==> config.mk <==
export PLATFORM = sky130hd
export DESIGN_NAME = timer_sched
export DESIGN_NICKNAME = d
export VERILOG_FILES = /design/src/rtl/timer_sched.sv
export SDC_FILE = /design/constraint.sdc
export NUM_CORES = 1
export LEC_CHECK = 0
export CAP_MARGIN = 20
export CELL_PAD_IN_SITES_DETAIL_PLACEMENT = 0
export CELL_PAD_IN_SITES_GLOBAL_PLACEMENT = 1
export CORE_ASPECT_RATIO = 0.9
export CORE_UTILIZATION = 45
export DETAILED_ROUTE_END_ITERATION = 8
export GPL_TIMING_DRIVEN = 0
export HOLD_SLACK_MARGIN = 0.02
export PLACE_DENSITY_LB_ADDON = 0.15
export SYNTH_ARGS = -nofsm -noshare
export SYNTH_HDL_FRONTEND = slang
export SYNTH_SLANG_ARGS = --single-unit
==> constraint.sdc <==
create_clock -name clock -period 5.46 [get_ports clock]
set_clock_uncertainty 0.2 [all_clocks]
set_input_delay 1.092 -clock clock [delete_from_list [all_inputs] [get_ports clock]]
set_output_delay 1.092 -clock clock [all_outputs]
set_load 0.1 [all_outputs]
==> src/rtl/timer_sched.sv <==
// Interval sequencer: buffers up to DEPTH values and issues each to a timer, waiting for done between issues.
// Optional periodic re-issue of the last interval is enabled by defining TIMER_SCHED_REPEAT_EN.
module timer_sched #(
   parameter int W     = 8,
   parameter int DEPTH = 4
) (
   input  logic                       clock,
   input  logic                       reset,
   input  logic [W-1:0]               in_value,
   input  logic                       in_valid,
   output logic                       in_ready,
   input  logic                       cancel,
   input  logic                       done,
`ifdef TIMER_SCHED_REPEAT_EN
   input  logic                       repeat_en,
`endif
   output logic [W-1:0]               out_value,
   output logic                       out_put,
   output logic                       busy,
   output logic [$clog2(DEPTH):0]     count
);

   localparam int AW = $clog2(DEPTH);
   localparam int CW = AW + 1;

   typedef enum logic [1:0] {S_IDLE, S_LOAD, S_WAIT} state_e;

   state_e         state_q;
   logic [AW-1:0]  wr_ptr_q, rd_ptr_q;
   logic [CW-1:0]  count_q;
   logic [W-1:0]   out_value_q;
   logic           out_put_q;
   logic           busy_q;
   logic [W-1:0]   mem_q [DEPTH];

   logic           push, pop, rearm;

   // No bypass: a full FIFO refuses input even when a pop happens on the same edge.
   assign in_ready = (count_q != CW'(DEPTH));
   assign push     = in_valid && in_ready;

   always_comb begin
      // NOTE: every signal gets a default first so no path leaves it unassigned, which would infer a latch.
      pop   = 1'b0;
      rearm = 1'b0;
      case (state_q)
         S_IDLE: pop = (count_q != '0);
         S_WAIT: begin
            if (done) begin
               pop = (count_q != '0);
`ifdef TIMER_SCHED_REPEAT_EN
               rearm = (count_q == '0) && repeat_en;
`endif
            end
         end
         default: ;
      endcase
   end

   // NOTE: storage has no reset; only pointers and count define validity, so stale data is never observed.
   always_ff @(posedge clock) begin
      if (push && !cancel) mem_q[wr_ptr_q] <= in_value;
   end

   // NOTE: sequential state uses non-blocking assignments so every register samples pre-edge values.
   always_ff @(posedge clock or negedge reset) begin
      if (!reset) begin
         state_q     <= S_IDLE;
         wr_ptr_q    <= '0;
         rd_ptr_q    <= '0;
         count_q     <= '0;
         out_value_q <= '0;
         out_put_q   <= 1'b0;
         busy_q      <= 1'b0;
      end else if (cancel) begin
         state_q   <= S_IDLE;
         wr_ptr_q  <= '0;
         rd_ptr_q  <= '0;
         count_q   <= '0;
         out_put_q <= 1'b0;
         busy_q    <= 1'b0;
      end else begin
         if (push) wr_ptr_q <= wr_ptr_q + AW'(1);
         if (pop)  rd_ptr_q <= rd_ptr_q + AW'(1);
         if (push && !pop)      count_q <= count_q + CW'(1);
         else if (pop && !push) count_q <= count_q - CW'(1);

         case (state_q)
            S_IDLE: begin
               if (pop) begin
                  state_q     <= S_LOAD;
                  out_value_q <= mem_q[rd_ptr_q];
                  out_put_q   <= 1'b1;
                  busy_q      <= 1'b1;
               end
            end
            S_LOAD: begin
               state_q   <= S_WAIT;
               out_put_q <= 1'b0;
            end
            S_WAIT: begin
               if (pop) begin
                  state_q     <= S_LOAD;
                  out_value_q <= mem_q[rd_ptr_q];
                  out_put_q   <= 1'b1;
               end else if (rearm) begin
                  state_q   <= S_LOAD;
                  out_put_q <= 1'b1;
               end else if (done) begin
                  state_q <= S_IDLE;
                  busy_q  <= 1'b0;
               end
            end
            default: state_q <= S_IDLE;
         endcase
      end
   end

   assign out_value = out_value_q;
   assign out_put   = out_put_q;
   assign busy      = busy_q;
   assign count     = count_q;

endmodule

Yosys cells after proc, flatten, opt, wreduce, memory -nomap -nowiden
Memory sizes are Yosys's and may differ from the RTL's. A register that Yosys moved wholly into a read port is not among the register bits.
Index checks and enable logic that the tools add are counted.
{ "word_totals": {"input_bits": 13, "mem_bits_rw": 32, "reg_bits": 11, "output_inout_bits": 14, "mem_count": 1} }
{ "op_classes": {"muxes": 23, "eq_ne": 8, "reduce_logical": 20, "bitwise_logic": 1, "add_sub_neg": 4} }
{ "memory_table": {"columns": ["memory", "depth", "word_bits", "read_ports", "rd_clocked_by_memory_dff", "wr", "line", "rtl"], "rows": [
  ["mem_q", 4, 8, 1, 1, 1, "34", "logic [W-1:0] mem_q [DEPTH];"]
]} }
{ "op_table": {"columns": ["cell", "count"], "rows": [
  ["2-bit 2-to-1 mux", 8],
  ["3-bit inequality test, second input constant", 4],
  ["3-bit nonzero test", 4],
  ["3-bit 2-to-1 mux", 3],
  ["1-bit 2-to-1 mux", 8],
  ["1-bit one-hot mux with 2 select lines", 3],
  ["2-bit one-hot mux with 3 select lines", 1],
  ["2-bit by 1-bit adder with 2-bit output, second input constant", 2],
  ["1-bit logical AND", 4],
  ["1-bit zero test", 4],
  ["4-bit inequality test, second input constant", 1],
  ["2-bit AND reduction", 2],
  ["4-bit AND reduction", 1],
  ["2-bit nonzero test", 2],
  ["3-bit by 1-bit adder with 3-bit output, second input constant", 1],
  ["3-bit by 1-bit inequality test with 1-bit output, second input constant", 1],
  ["3-bit AND reduction", 1],
  ["3-bit by 1-bit subtractor with 3-bit output, second input constant", 1],
  ["2-bit by 1-bit == test with 1-bit output, second input constant", 1],
  ["2-bit == test, second input constant", 1],
  ["2-bit zero test", 1],
  ["2-bit OR reduction", 1],
  ["1-bit inverter", 1]
]} }

Depth between registers and ports, before layout
Gate-level depths: netlist (run 1).
{ "logic_depth": {"depth_word": 7, "depth_mapped": 7, "depth_no_buf": 7} }

Least setup slack after synthesis (run 1)
Ideal clock, no wire load.
{ "synth_timing": {"path_kind": "register to register", "startpoint": "reg count_q[2] (netlist: count[2])", "endpoint": "reg count_q[2] (netlist: count[2])", "arrival_ns": 2.828, "setup_slack_ns": 2.304, "period_less_slack_ns": 3.156, "path_stages_with_launch": 8, "path_cell_list": "dfrtp_1 -> or3b_4 -> nand2_8 -> nor2_1 -> fa_1 -> nor4b_1 -> a32oi_2 -> mux2_1"} }
{ "synth_rtl": {"columns": ["element", "line", "rtl"], "rows": [
  ["start: declaration", "30", "logic [CW-1:0] count_q;"],
  ["start signal: assignment", "85", "if (push && !pop) count_q <= count_q + CW'(1);"],
  ["start signal: assignment", "86", "else if (pop && !push) count_q <= count_q - CW'(1);"],
  ["3-bit inequality test *", "39", "assign in_ready = (count_q != CW'(DEPTH));"],
  ["net in_ready", "11", "output logic in_ready,"],
  ["1-bit logical AND *", "40", "assign push = in_valid && in_ready;"],
  ["1-bit logical AND / 1-bit zero test (equally long branches)", "85, 86", null],
  ["3-bit 2-to-1 mux / 1-bit logical AND (equally long branches)", "85, 86", null],
  ["3-bit 2-to-1 mux / 3-bit nonzero test (equally long branches)", null, null]
]} }
The timed path passes the listed nets; every way through them passes the cells marked *. The select of a mux whose other input is x is not followed.
A chain may end at the register's enable or synchronous reset.

Worst setup path in the final report (run 1)
{ "layout_timing": {"startpoint": "reg count_q[1] (netlist: count[1])", "endpoint": "out in_ready"} }
{ "layout_via": {"elab_chain_len": 1} }
{ "layout_rtl": {"columns": ["element", "line"], "rows": [
  ["3-bit inequality test", "39"],
  ["end: declaration", "11"]
]} }
No other way between the ends.

==> metrics.cfg, run 1 <==
[status]
outcome = complete, no violations

[synthesis]
avgSynthCellArea_um2 = 17.1
ys_ff_latch = 51
synth_nets = 144
synthesis.area_um2 = 2150
ys_seq_area_frac = 0.669
ys_types = 32
postSynthCellCount = 126
synth-warning-count = 0

[floorplan]
die_width_um = 74.8
fp.coreArea_um2 = 4520
placementRows = 23
start_util = 0.475
fp.dieArea_um2 = 5050
dieHeight_um = 67.6
pin_count = 27

[timing]
fmax_ghz = 0.287
finalSetupViolations = 0
slew-limit-headroom = 0.338
rsz0062_at_grt = no
hold_viol_final = 0
min_period_over_period = 0.639
drv_slew = 0
worst_slew_pin_slew_ps = 990
setup_tns_ps = 0
period_needed_ps = 3490

[clock_tree]
cts_buffers = 5
cts-root-buf = clkbuf_8
htree_num_levels = 2
insertion_delay_ps = 300
hold_buffers = 0
clockBufferDepth = 2
cts_resized = 0
clkSinkCount = 51
cts_setup_buffers = 0
path_clk_slew_ps = 90
tritoncts = done

[cells_and_area]
final_cell_mix = 32 x edfxtp_1, 26 x clkdlybuf4s50_1, 19 x dfrtp_1
syn_to_final_growth_pct = 20.7
antenna_cells = 0
nFillCells = 375
drive_gt1_frac = 0.194
fin_cells = 222
nets = 177
final_common_cell = edfxtp_1
fin_area_um2 = 2590

[worst_setup_path]
critPathKind = register to output port
arrival_ps = 2200
cp_data_required_time_ps = 4170
worstPathMaxFanout = 4
r2r-start = count[1]
crit_path_end_kind = output port
start_kind = register
reg2reg_slack_ps = 3010
r2r_cells = 7
r2r-end = count[2]

[routing]
drtIter0Drc = 84
wl_per_cell_um = 16.1
drc = 0
dr_total_vias = 1133
firstDrtPassIters = 4
avgViaCountPerCell = 5.10
postRouteAntennaNets = 0
drt_wl_total_mm = 3.58

[global_route]
grt_pass1_wl_mm = 5.85
grt_pass1_vias = 1169
grt_overflow_total = 0
grt_start_max_net_pins = 20
grtUsageTotal = 0.171
grt_antenna_before_repair = 0

[place]
placedInstanceArea_um2 = 2490
place_congestion = 0.708
port_buffers = 26
detailed_place_hpwl_mm = 2.40
place_inst = 214

[flow_run]
max_cap_violations = 0

[hold_path]
hold_path_class = register to register
hold_end = out_value[7]
hold-path-cell-count = 1
hold_start = out_value[7]

layer usage:
metal / vias to the layer above / GRT usage / part of all wire
met5: - / 0 / 0
met4: 0 / 0.0778 / 0.018
met3: 7 / 0.0358 / 0.030
met2: 24 / 0.276 / 0.49
met1: 575 / 0.222 / 0.46
li1: 527 / - / -
synthesized netlist by cell type:
| library cell | number | area, µm² |
|---|---|---|
| inv_1 | 4 | 15.0 |
| ha_1 | 4 | 50.1 |
| a32oi_2 | 1 | 16.3 |
| nand2b_1 | 1 | 6.26 |
| fa_1 | 1 | 20.0 |
| xnor2_2 | 1 | 16.3 |
| buf_6 | 1 | 11.3 |
| nand2_8 | 1 | 20.0 |
| nor3_1 | 1 | 5.00 |
| or3b_4 | 1 | 11.3 |
| edfxtp_1 | 32 | 961 |
| nand2_1 | 3 | 11.3 |
| or3b_2 | 1 | 8.76 |
| buf_1 | 1 | 3.75 |
| a211oi_1 | 1 | 7.51 |
| and2_1 | 4 | 25.0 |
| mux4_2 | 8 | 180 |
| xnor2_1 | 3 | 26.3 |
| dfrtp_1 | 19 | 475 |
| nor3_2 | 1 | 10.0 |
| mux2_1 | 3 | 33.8 |
| mux2_2 | 8 | 90.1 |
| buf_2 | 1 | 5.00 |
| nand3_1 | 1 | 5.00 |
| nor2_1 | 12 | 45.0 |
| a21oi_1 | 3 | 15.0 |
| nor2b_1 | 3 | 18.8 |
| or3_1 | 1 | 6.26 |
| nand3b_1 | 1 | 7.51 |
| nor4b_1 | 2 | 17.5 |
| clkbuf_1 | 1 | 3.75 |
| nor2_8 | 1 | 20.0 |
cell type report:
cell class / count / area [µm²] / area share
Multi-Input combinational cell: 67 / 673 / 0.260
Tap cell: 62 / 77.6 / 0.0299
Sequential cell: 51 / 1440 / 0.554
Clock buffer: 7 / 76.3 / 0.0294
Timing Repair Buffer: 26 / 260 / 0.100
Buffer: 4 / 23.8 / 0.00917
Inverter: 4 / 15.0 / 0.00579
Clock inverter: 1 / 30.0 / 0.0116
logic make-up (layout without fill, tap and decap cells):
group / Yosys count / after routing / synth area share
flip-flops: 51 / 51 / 0.669
AND/OR/NAND/NOR: 34 / 34 / 0.101
multiplexers: 19 / 19 / 0.142
buffers and inverters: 8 / 42 / 0.0180
adder cells (fa/ha/maj): 5 / 5 / 0.0326
AO/OA/AOI/OAI: 5 / 5 / 0.0181
XOR/XNOR: 4 / 4 / 0.0198
how the worst max path moves through the flow:
stage | startpoint | end | slack (ps) | depth (start not counted)
2_1_floorplan | count[2] | count[2] | 2300 | 7
5_1_grt | count[1] | in_ready | 1910 | 2
3_5_place_dp | done | count[2] | 2040 | 8
6_report | count[1] | in_ready | 1970 | 2
4_1_cts | count[1] | in_ready | 1970 | 2
3_3_place_gp | done | count[2] | 2040 | 8
stage by stage:
stage	worst slack [ps]	hold slack, ps	util
after floorplan	2300	343	-
after global placement	2040	289	0.550
after detailed placement	2040	296	0.550
after CTS	1970	315	0.574
after global routing	1910	332	0.574
final	1970	312	0.574
worst max-delay path, stage by stage (launching register included):
cell,delay (ps)
dfrtp_1,440
or3b_4,470
clkdlybuf4s50_1,990
registers in the layout (all words and copies together), names as in the netlist:
register   count
mem_q         32
out_value      8
count          3
rd_ptr_q       2
state_q        2
wr_ptr_q       2
busy           1
out_put        1
Power of run 1 is not shown: default switching activity piles up to over one toggle a cycle in this logic, so the estimate is an artifact.
==> inputs of run 2 (changes only) <==
CORE_UTILIZATION = 41   (was 45)
clock period = 3 ns   (was 5.46 ns; I/O delays follow)
==> run 2 against run 1 <==
  * Non-clock buffer count is 1 higher
  * Cell count increased by 1.8%
  * Hold slack better by 1.2 ps
  * Critical path type unchanged
  * Critical endpoint unchanged
==> metrics.cfg, run 2 (synthesis gave the netlist of run 1 again) <==
[timing]
period_needed_ps = 2710
slew-limit-headroom = 0.350  ; +0.0122
min_period_over_period = 0.904
rsz0062_at_grt = no
hold_viol_final = 0  ; unchanged
drv_slew = 0  ; unchanged
fmax_ghz = 0.369
worst_slew_pin_slew_ps = 972  ; -18.3 ps
setup_tns_ps = 0  ; unchanged
finalSetupViolations = 0  ; unchanged

[flow_run]
max_cap_violations = 0  ; unchanged

[clock_tree]
tritoncts = done
cts_buffers = 5  ; unchanged
clockBufferDepth = 2  ; unchanged
path_clk_slew_ps = 90  ; about the same
cts_resized = 1  ; +1
hold_buffers = 0  ; unchanged
clkSinkCount = 51  ; unchanged
insertion_delay_ps = 300  ; about the same
cts_setup_buffers = 0  ; unchanged
htree_num_levels = 2  ; unchanged
cts-root-buf = clkbuf_8

[worst_setup_path]
slowest_stage = dlygate4sd2_1
cp_data_required_time_ps = 2200  ; -1970 ps
crit_path_end_kind = output port
r2r-start = count[1]
critPathKind = register to output port
arrival_ps = 1910  ; -290 ps
worstPathCellList = or3b_4 -> dlygate4sd2_1
slowest_delay_ps = 870  ; -120 ps
worstPathMaxFanout = 5  ; +1
start_kind = register
crit_path_start = count[2]

[place]
place_congestion = 0.662  ; -6.4%
placedInstanceArea_um2 = 2490  ; +0.30%
port_buffers = 26  ; unchanged
place_inst = 217  ; +1.4%
detailed_place_hpwl_mm = 2.64  ; +10%

[status]
outcome = complete, no violations

[cells_and_area]
nets = 178  ; +0.56%
regMostFlops = mem_q
fin_cells = 226  ; +1.8%
syn_to_final_growth_pct = 21.3
drive_gt1_frac = 0.217  ; +0.0236
final_core_util = 0.526  ; -0.0480
largest_reg_flops = 32  ; unchanged
antenna_cells = 0  ; unchanged
nFillCells = 427  ; +14%
final_cell_mix = 32 x edfxtp_1, 25 x clkdlybuf4s50_1, 16 x dfrtp_1
final_common_cell = edfxtp_1
fin_area_um2 = 2610  ; +0.48%

[routing]
wl_per_cell_um = 17.1  ; +6.2%
firstDrtPassIters = 4  ; unchanged
drt_wl_total_mm = 3.87  ; +8.1%
postRouteAntennaNets = 0  ; unchanged
dr_total_vias = 1161  ; +2.5%
drc = 0  ; unchanged
avgViaCountPerCell = 5.14  ; +0.66%
drtIter0Drc = 46  ; -45%

[power_and_ir_drop]
power.leakage_uw = 0.000936
peakVddDrop_mv = 0.701
power_density_nw_per_um2 = 1080

[global_route]
grtUsageTotal = 0.162  ; -0.00877
grt_pass1_vias = 1248  ; +6.8%
grt_overflow_total = 0  ; unchanged
grt_pass1_wl_mm = 6.46  ; +10%
grt_antenna_before_repair = 0  ; unchanged
grt_start_max_net_pins = 20  ; unchanged

[floorplan]
dieHeight_um = 70.7  ; +4.6%
start_util = 0.434  ; -0.0419
die_width_um = 78.3  ; +4.6%
fp.coreArea_um2 = 4950  ; +9.7%
fp.dieArea_um2 = 5530  ; +9.5%
pin_count = 27  ; unchanged
placementRows = 24  ; +4.3%

[hold_path]
hold_path_class = input pin to asynchronous set/reset pin

run 2: changes by cell type in the layout (fill, tap and decap cells not counted), sizes merged:
cell	before	now
clkinv	0	2
buf	3	4
bufinv	1	0
clkbuf	8	7
clkdlybuf4s50	26	25
dlygate4sd2	0	1
run 2: stage by stage:
stage | worst slack (ps) | power (µW) | hold WS (ps)
floorplan | 134 | 2120 | 104
global placement | 77.6 | 2430 | 289
detailed placement | 36.2 | 2460 | 300
CTS | 275 | 2840 | 322
global route | 235 | 2960 | 310
finish | 289 | 2820 | 313
run 2: final timing paths:
path	end	slack, ps	depth (start not counted)
max	in_ready	290	2
min	out_value[6]	310	1
max reg2reg	count[2]	550	7
min reg2reg	out_value[3]	320	1
max in group asynchronous	count[1]	1900	2
min in group clock	out_value[3]	320	1
run 2: cell type report:
cell class / count / area [µm²] / share of cell area
Clock inverter: 2 / 12.5 / 0.00480
Tap cell: 65 / 81.3 / 0.0312
Inverter: 4 / 15.0 / 0.00576
Sequential cell: 51 / 1440 / 0.553
Buffer: 4 / 23.8 / 0.00913
Clock buffer: 6 / 72.6 / 0.0279
Timing Repair Buffer: 27 / 287 / 0.110
Multi-Input combinational cell: 67 / 673 / 0.258
run 2: per-layer routing:
layer	GRT usage	vias to the layer above	part of all wire
met5	0	-	0
met4	0.0617	0	0.017
met3	0.0439	7	0.045
met2	0.260	28	0.49
met1	0.212	595	0.45
li1	-	531	-
run 2: worst max-delay path: cells and delay by family (launching register included):
| kind | cells | cell delay, ps |
|---|---|---|
| buffers and inverters | 1 | 870 |
| AND/OR/NAND/NOR | 1 | 300 |
| flip-flops | 1 | 440 |
run 2: report_power, final:
part           leakage, µW  switching [µW]  total, µW  internal, µW
Sequential        0.000526            84.6        970           886
Combinational     0.000367             992       1460           469
Clock            0.0000428             223        386           164
Note: power is estimated with default switching activity, not from simulation.
==> inputs of run 3 (changes only) <==
CORE_UTILIZATION = 30   (was 41)
==> run 3 against run 2 <==
  * Routed wire length increased by 1.9%
  * Count of clock-buffer cells in the layout up 1
  * Register-to-register slack worse by 40 ps
  * Die area rose by 36%
  * Via count decreased by 1.8%
  * Hold slack worse by 2.6 ps
  * Setup slack worse by 4.9 ps
  * Flip-flop and latch count did not move
  * Cell count is 11% higher
  * Utilization is 13 points lower
==> metrics.cfg, run 3 (synthesis gave the netlist of run 1 again) <==
[status]
outcome = complete, no violations

[timing]
setup_tns_ps = 0  ; unchanged
worst_slew_pin_slew_ps = 972  ; +0.742 ps
slew-limit-headroom = 0.350  ; -0.000496
finalSetupViolations = 0  ; unchanged
min_period_over_period = 0.905  ; +0.00164
fmax_ghz = 0.368  ; -0.18%
period_needed_ps = 2720  ; +4.93 ps
hold_viol_final = 0  ; unchanged
setup_slack_ps = 284  ; -4.93 ps
drv_slew = 0  ; unchanged
rsz0062_at_grt = no

[power_and_ir_drop]
power_density_nw_per_um2 = 1090  ; +0.57%
p_total_uw = 2890  ; +2.6%
power.leakage_uw = 0.000945  ; +1.0%
peakVddDrop_mv = 0.346  ; -51%

[routing]
postRouteAntennaNets = 0  ; unchanged
drc = 0  ; unchanged
avgViaCountPerCell = 4.54  ; -12%
drtIter0Drc = 26  ; -43%
dr_total_vias = 1140  ; -1.8%
firstDrtPassIters = 4  ; unchanged
wl_per_cell_um = 15.7  ; -8.2%
drt_wl_total_mm = 3.94  ; +1.9%

[worst_setup_path]
slowest_delay_ps = 880  ; about the same
worstPathCellList = or3b_4 -> dlygate4sd2_1
crit_family = buffers and inverters
worstPathMaxFanout = 5  ; unchanged
crit_path_start = count[2]
r2r-end = count[2]
cp_data_required_time_ps = 2200  ; about the same
r2r-start = count[1]
arrival_ps = 1920  ; about the same
reg2reg_slack_ps = 510  ; -40 ps
slowest_stage = dlygate4sd2_1
path_depth = 2  ; unchanged
cp-endpoint = in_ready
critPathKind = register to output port
crit_path_end_kind = output port
r2r_cells = 7  ; unchanged
path_buf_inv = 1  ; unchanged
start_kind = register

[floorplan]
fp.dieArea_um2 = 7500  ; +36%
fp.coreArea_um2 = 6760  ; +36%
pin_count = 27  ; unchanged
start_util = 0.318  ; -0.116
die_width_um = 91.2  ; +16%
placementRows = 28  ; +17%
dieHeight_um = 82.3  ; +16%

[clock_tree]
path_clk_slew_ps = 90  ; about the same
insertion_delay_ps = 300  ; about the same
clockBufferDepth = 2  ; unchanged
cts-root-buf = clkbuf_8
htree_num_levels = 2  ; unchanged
clkSinkCount = 51  ; unchanged
hold_buffers = 0  ; unchanged
cts_buffers = 5  ; unchanged
tritoncts = done

[place]
placedInstanceArea_um2 = 2520  ; +1.3%
detailed_place_hpwl_mm = 2.72  ; +3.2%
place_congestion = 0.727  ; +9.8%
place_inst = 242  ; +12%
port_buffers = 26  ; unchanged
pre_cts_ws_ps = -8.75  ; -44.9 ps

[global_route]
grt_pass1_vias = 1208  ; -3.2%
grt_overflow_total = 0  ; unchanged
grt_pass1_wl_mm = 6.27  ; -3.0%
grt_antenna_before_repair = 0  ; unchanged
grt_start_max_net_pins = 20  ; unchanged
grtUsageTotal = 0.117  ; -0.0451

[cells_and_area]
regMostFlops = mem_q
nets = 178  ; unchanged
nFillCells = 618  ; +45%
largest_reg_flops = 32  ; unchanged
antenna_cells = 0  ; unchanged
fin_area_um2 = 2660  ; +2.0%
fin_cells = 251  ; +11%
final_cell_mix = 32 x edfxtp_1, 25 x clkdlybuf4s50_1, 16 x dfrtp_1
drive_gt1_frac = 0.217  ; unchanged
syn_to_final_growth_pct = 23.7
final_common_cell = edfxtp_1

[hold_path]
hold_path_class = register to register

[flow_run]
max_cap_violations = 0  ; unchanged

[run 3: worst min path at each step]
stage                             from            to  cells after the start
after global routing      out_value[4]  out_value[4]                      1
after CTS                 out_value[4]  out_value[4]                      1
final                     out_value[0]  out_value[0]                      1
after global placement    out_value[5]  out_value[5]                      1
after floorplan                  reset          busy                      0
after detailed placement  out_value[4]  out_value[4]                      1
[run 3: per-layer routing]
| metal | wire length [µm] | track usage |
|---|---|---|
| met1 | 1840 | 0.148 |
| met2 | 1930 | 0.195 |
| met3 | 113 | 0.0311 |
| met4 | 54 | 0.0429 |
| met5 | 0 | 0 |
[run 3: metrics by stage]
stage                      util  hold WS, ps
after CTS                 0.389          318
final                     0.393          310
after global placement    0.373          290
after global routing      0.393          329
after floorplan               -          104
after detailed placement  0.373          297
[run 3: worst register-to-register path: cells and delay by family, from the launching register on]
kind            cells  cell delay (ps)
mux                 1              340
flops               1              440
simple gates        4              820
fa+ha+maj           1              400
compound gates      1              190
[run 3: repair_timing]
| item | in CTS | in global routing |
|---|---|---|
| gates resized for setup | 1 | 0 |
| endpoints found under the setup margin | 1 | 0 |
| setup buffers | 0 | 0 |
[run 3: area by class of cell]
cell class              count  area [µm²]  share of cell area
well taps                  90         113              0.0424
multi-input cells          67         673               0.253
clock buffers               7        76.3              0.0287
flip-flops and latches     51        1440               0.542
inverters                   4        15.0             0.00565
repair buffers             27         287               0.108
plain buffers               4        23.8             0.00895
clock inverters             1        30.0              0.0113
[run 3: power by group]
part           internal, µW  total [µW]  switching (µW)
logic                   469        1460             994
clock network           250         461             211
registers               886         966            80.1
